--- config.mk ---
export PLATFORM = sky130hd
export DESIGN_NAME = wb_port_arbiter
export DESIGN_NICKNAME = d
export VERILOG_FILES = /design/src/rtl/wb_port_arbiter.sv
export SDC_FILE = /design/constraint.sdc
export NUM_CORES = 1
export LEC_CHECK = 0
export CAP_MARGIN = 20
export CORE_MARGIN = 8
export CORE_UTILIZATION = 45
export DETAILED_ROUTE_END_ITERATION = 16
export PLACE_DENSITY = 0.7
export SLEW_MARGIN = 10
export SYNTH_ARGS = -nofsm -noshare
export SYNTH_HDL_FRONTEND = slang
export SYNTH_SLANG_ARGS = --single-unit
--- constraint.sdc ---
create_clock -name clk -period 4.6 [get_ports clk]
set_clock_uncertainty 0.15 [all_clocks]
set_input_delay 0.92 -clock clk [delete_from_list [all_inputs] [get_ports clk]]
set_output_delay 0.92 -clock clk [all_outputs]
set_load 0.05 [all_outputs]
--- src/rtl/wb_port_arbiter.sv ---
// Register-file write-port arbiter: in-order writeback has priority, late results
// queue in a small FIFO with bounded starvation and WAW squashing of stale entries.
module wb_port_arbiter #(
  parameter int N          = 32,
  parameter int DEPTH      = 4,
  parameter int STARVE_MAX = 4
) (
  input  logic                       clk,
  input  logic                       rst,
  input  logic                       p_valid,
  input  logic [4:0]                 p_rd,
  input  logic [N-1:0]               p_data,
  output logic                       p_stall,
  input  logic                       s_valid,
  input  logic [4:0]                 s_rd,
  input  logic [N-1:0]               s_data,
  output logic                       s_ready,
  output logic                       rf_we,
  output logic [4:0]                 rf_rd,
  output logic [N-1:0]               rf_wdata,
  output logic [$clog2(DEPTH+1)-1:0] fifo_count
);

  localparam int AW = $clog2(DEPTH);
  localparam int CW = $clog2(DEPTH+1);
  localparam int SW = $clog2(STARVE_MAX+1);

  logic [4:0]       rd_q   [DEPTH];
  logic [N-1:0]     data_q [DEPTH];
  logic [DEPTH-1:0] vld_q;
  logic [DEPTH-1:0] sq_q;
  logic [AW-1:0]    rd_ptr;
  logic [AW-1:0]    wr_ptr;
  logic [SW-1:0]    starve_cnt;

  logic empty, head_sq, push, pop, p_grant, h_grant;

  // Handshakes: a push happens when s_valid & s_ready at the edge; p_stall high
  // means the primary write was not taken this cycle and must be held.
  assign empty   = (fifo_count == '0);
  assign head_sq = sq_q[rd_ptr];
  assign s_ready = (fifo_count != CW'(DEPTH));
  assign push    = s_valid & s_ready;
  assign p_stall = p_valid & ~p_grant;

  always_comb begin
    p_grant = 1'b0;
    h_grant = 1'b0;
    pop     = 1'b0;
    if (empty) begin
      p_grant = p_valid;
    end else if (head_sq) begin
      // Stale head drains silently and never costs the primary a cycle.
      pop     = 1'b1;
      p_grant = p_valid;
    end else if (!p_valid || starve_cnt == SW'(STARVE_MAX)) begin
      h_grant = 1'b1;
      pop     = 1'b1;
    end else begin
      p_grant = 1'b1;
    end
  end

  always_ff @(posedge clk) begin
    if (rst) begin
      rf_we    <= 1'b0;
      rf_rd    <= '0;
      rf_wdata <= '0;
    end else if (p_grant) begin
      rf_we    <= (p_rd != 5'd0);
      rf_rd    <= p_rd;
      rf_wdata <= p_data;
    end else if (h_grant) begin
      rf_we    <= (rd_q[rd_ptr] != 5'd0);
      rf_rd    <= rd_q[rd_ptr];
      rf_wdata <= data_q[rd_ptr];
    end else begin
      rf_we    <= 1'b0;
    end
  end

  always_ff @(posedge clk) begin
    if (rst) begin
      starve_cnt <= '0;
    end else if (empty || pop) begin
      starve_cnt <= '0;
    end else if (starve_cnt != SW'(STARVE_MAX)) begin
      starve_cnt <= starve_cnt + SW'(1);
    end
  end

  always_ff @(posedge clk) begin
    if (rst) begin
      vld_q      <= '0;
      sq_q       <= '0;
      rd_ptr     <= '0;
      wr_ptr     <= '0;
      fifo_count <= '0;
    end else begin
      // Queued results are older than the primary write granted now.
      for (int i = 0; i < DEPTH; i++) begin
        if (p_grant && p_rd != 5'd0 && vld_q[i] && rd_q[i] == p_rd)
          sq_q[i] <= 1'b1;
      end
      if (pop) begin
        vld_q[rd_ptr] <= 1'b0;
        sq_q[rd_ptr]  <= 1'b0;
        rd_ptr        <= rd_ptr + AW'(1);
      end
      if (push) begin
        rd_q[wr_ptr]   <= s_rd;
        data_q[wr_ptr] <= s_data;
        vld_q[wr_ptr]  <= 1'b1;
        sq_q[wr_ptr]   <= 1'b0;
        wr_ptr         <= wr_ptr + AW'(1);
      end
      case ({push, pop})
        2'b10:   fifo_count <= fifo_count + CW'(1);
        2'b01:   fifo_count <= fifo_count - CW'(1);
        default: fifo_count <= fifo_count;
      endcase
    end
  end

endmodule

==> results.yml <==
global_routing:
  grt_overflow: 0
  grt_pass1_wl_um: 28400
  grt_use_total_pct: 15.3
  first_global_vias: 5189
  grt_max_degree: 38
  antenna_found_initial: 0
cts:
  holdBufCountCts: 0
  insertion_delay_ns: 0.49
  cts_made_buffers: 22
  tritoncts: "yes"
  cts_sinks: 206
  cts_setup_buffers: 0
  cts_resized: 0
  htreeDepth: 1
  cts_buffer_depth: 3
  path_clk_slew_ns: 0.06
  clockRootBuffer: "clkbuf_16"
logic_synthesis:
  synth_ff_type: "edfxtp_1"
  syn_nets: 583
  netlist_instances: 493
  synth_cell_types: 45
  synth_area_leader_cell: "edfxtp_1"
  yosys-top-cells-count: "edfxtp_1 (148), dfxtp_1 (58), mux4_2 (38), mux2i_1 (31), o2bb2ai_2 (20)"
  post-synth-top-count-cell: "edfxtp_1"
  ys_ff_latch: 206
  seq_area_frac_synth_pct: 66.6
  ys.warnings.count: 0
  yosys-top-cells-area: "edfxtp_1 (53%), dfxtp_1 (14%), mux4_2 (10%)"
  async_flop_share_pct: 0
  syn-cell-area_um2: 8420
  avgSynthCellArea_um2: 17.1
  synth_edf_count: 148
  yosys.area.top_type_share_pct: 52.8
setup_path:
  worstSetupEndpoint: "p_stall"
  cp.arrival_ns: 2.89
  rrSetupSlack_ns: 1.58
  cp.required_ns: 3.53
  critical_path_class: "flop to primary output"
  crit_fanout: 6
  r2r-end: "fifo_count[2]"
  rr_worst_depth: 10
  cp-start-kind: "flop"
  end_kind: "primary output"
  startpoint: "rd_ptr[0]"
  rr_startpoint: "starve_cnt[0]"
detailed_routing:
  vias: 4742
  ant_nets: 0
  first_iter_violations: 257
  drt_pre_antenna_iters: 5
  via_per_inst: 5.48
  drcViolationCount: 0
  wirelength_um: 18000
  wire_per_inst_um: 20.8
timing:
  period_share_pct: 86.1
  hold_slack_ns: 0.316
  max_freq_mhz: 252
  maxSlewViolCount: 0
  final_hold_viol_count: 0
  slew_headroom_pct: 31.8
  rsz0062_at_grt: "false"
  fin_setup_tns_ns: 0
  tightest_slew_ns: 1.02
  period_needed_ns: 3.96
  finalSetupViolations: 0
placed_design:
  post-dp-hpwl_um: 12200
  dp.cells: 825
  placed_area_um2: 9850
  io_buffer_count: 120
  routabilityCongestion: 0.846
worst_hold_path:
  worstHoldPathCells: 1
  min_path_type: "flop to flop"
layout:
  stdcell_area_um2: 10600
  nFillCells: 1429
  fin_nets: 705
  stdcell_count: 865
  drive_above_1_share_pct: 19.0
  antenna_cells: 0
  area_delta_synth_final_pct: 26.0
  multi_input_area_um2: 2600
  seq_area_um2: 5610
floorplanning:
  start_util_pct: 45.4
  dieHeight_um: 153
  die_x_um: 153
  die-area_um2: 23300
  core_um2: 18500
  io_pins: 121
  rows: 50
job:
  maxCapViolCount: 0
power_and_ir_drop:
  leakage_uw: 0.00352
  ir_worst_vdd_mv: 0.335
  power_uw: 5730
  power_density_nw_per_um2: 541
run_status:
  status: "complete, no violations"
[placed cells by master (no fill, tap or decap), types with 2 or more instances in the layout]
cell	count
dfxtp_1	56
edfxtp_1	148
bufinv_16	3
nor3_1	3
clkinv_1	2
clkbuf_16	23
o2bb2ai_2	20
nor4_1	5
a222oi_1	4
nand2b_1	5
buf_4	8
a21oi_1	8
nand4_1	4
clkdlybuf4s50_1	120
xor2_1	18
ha_1	11
o21ai_1	2
nor2_1	11
clkinv_2	4
o2bb2ai_1	9
and2_2	4
clkbuf_1	2
buf_12	2
inv_1	10
a311oi_2	4
o211ai_1	8
a31oi_1	8
mux2i_1	31
clkinvlp_4	6
dfxtp_2	2
xnor2_1	6
nand2_1	15
mux4_2	38
or3_1	2
nand3_1	8
and2_1	6
[stage by stage]
stage	setup WS, ns	utilization (%)
global route	0.552	57.3
CTS	0.604	57.3
finish	0.637	57.3
detailed placement	0.779	53.2
global placement	0.861	53.2
floorplan	1.33	-
[worst min path at each step]
stage	startpoint	end
finish	rf_wdata[7]	rf_wdata[7]
global placement	starve_cnt[0]	starve_cnt[0]
detailed placement	rf_wdata[10]	rf_wdata[10]
floorplan	starve_cnt[0]	starve_cnt[0]
global route	rf_wdata[23]	rf_wdata[23]
CTS	rf_wdata[7]	rf_wdata[7]
[power by group]
group | switching, uW | internal, uW
logic | 901 | 649
clock network | 701 | 1100
registers | 186 | 2190
[cells by family after synthesis]
group	after synthesis	share of synthesized area, %
adders and majority gates	12	1.87
AOI/OAI and AO/OA	69	8.15
muxes	69	13.9
xor gates and xnor gates	24	2.50
DFF	206	66.6
buffers and inverters	43	2.69
and+or+nand+nor	70	4.33
[registers in the layout (all words and copies together) (netlist names), named ones only]
name	flops
data_q	128
fifo_count	3
rd_ptr	2
rd_q	20
rf_rd	5
rf_wdata	32
rf_we	1
sq_q	4
starve_cnt	3
vld_q	4
wr_ptr	2
[routing by layer]
layer  up-vias  track usage (%)  part of all wire (%)
li1       2195                -                     -
met1      2363             19.4                    43
met2       154             25.3                    48
met3        30             3.89                   6.8
met4         0             5.04                   2.2
met5         -                0                     0
[critical path, stage by stage, from the launching register on]
cell and delay [ns]:
dfxtp_1 0.44, mux4_2 0.63, or2_2 0.40, nor2_1 0.11
clkdlybuf4s50_1 0.81
[area by class of cell]
type,instances,share of cell area (%)
Multi-Input combinational cell,244,24.5
Clock inverter,14,1.50
Sequential cell,206,52.9
Clock buffer,26,5.63
Timing Repair Buffer,130,12.3
Inverter,11,0.389
Tap cell,234,2.76
(Power assumes the default switching activity.)
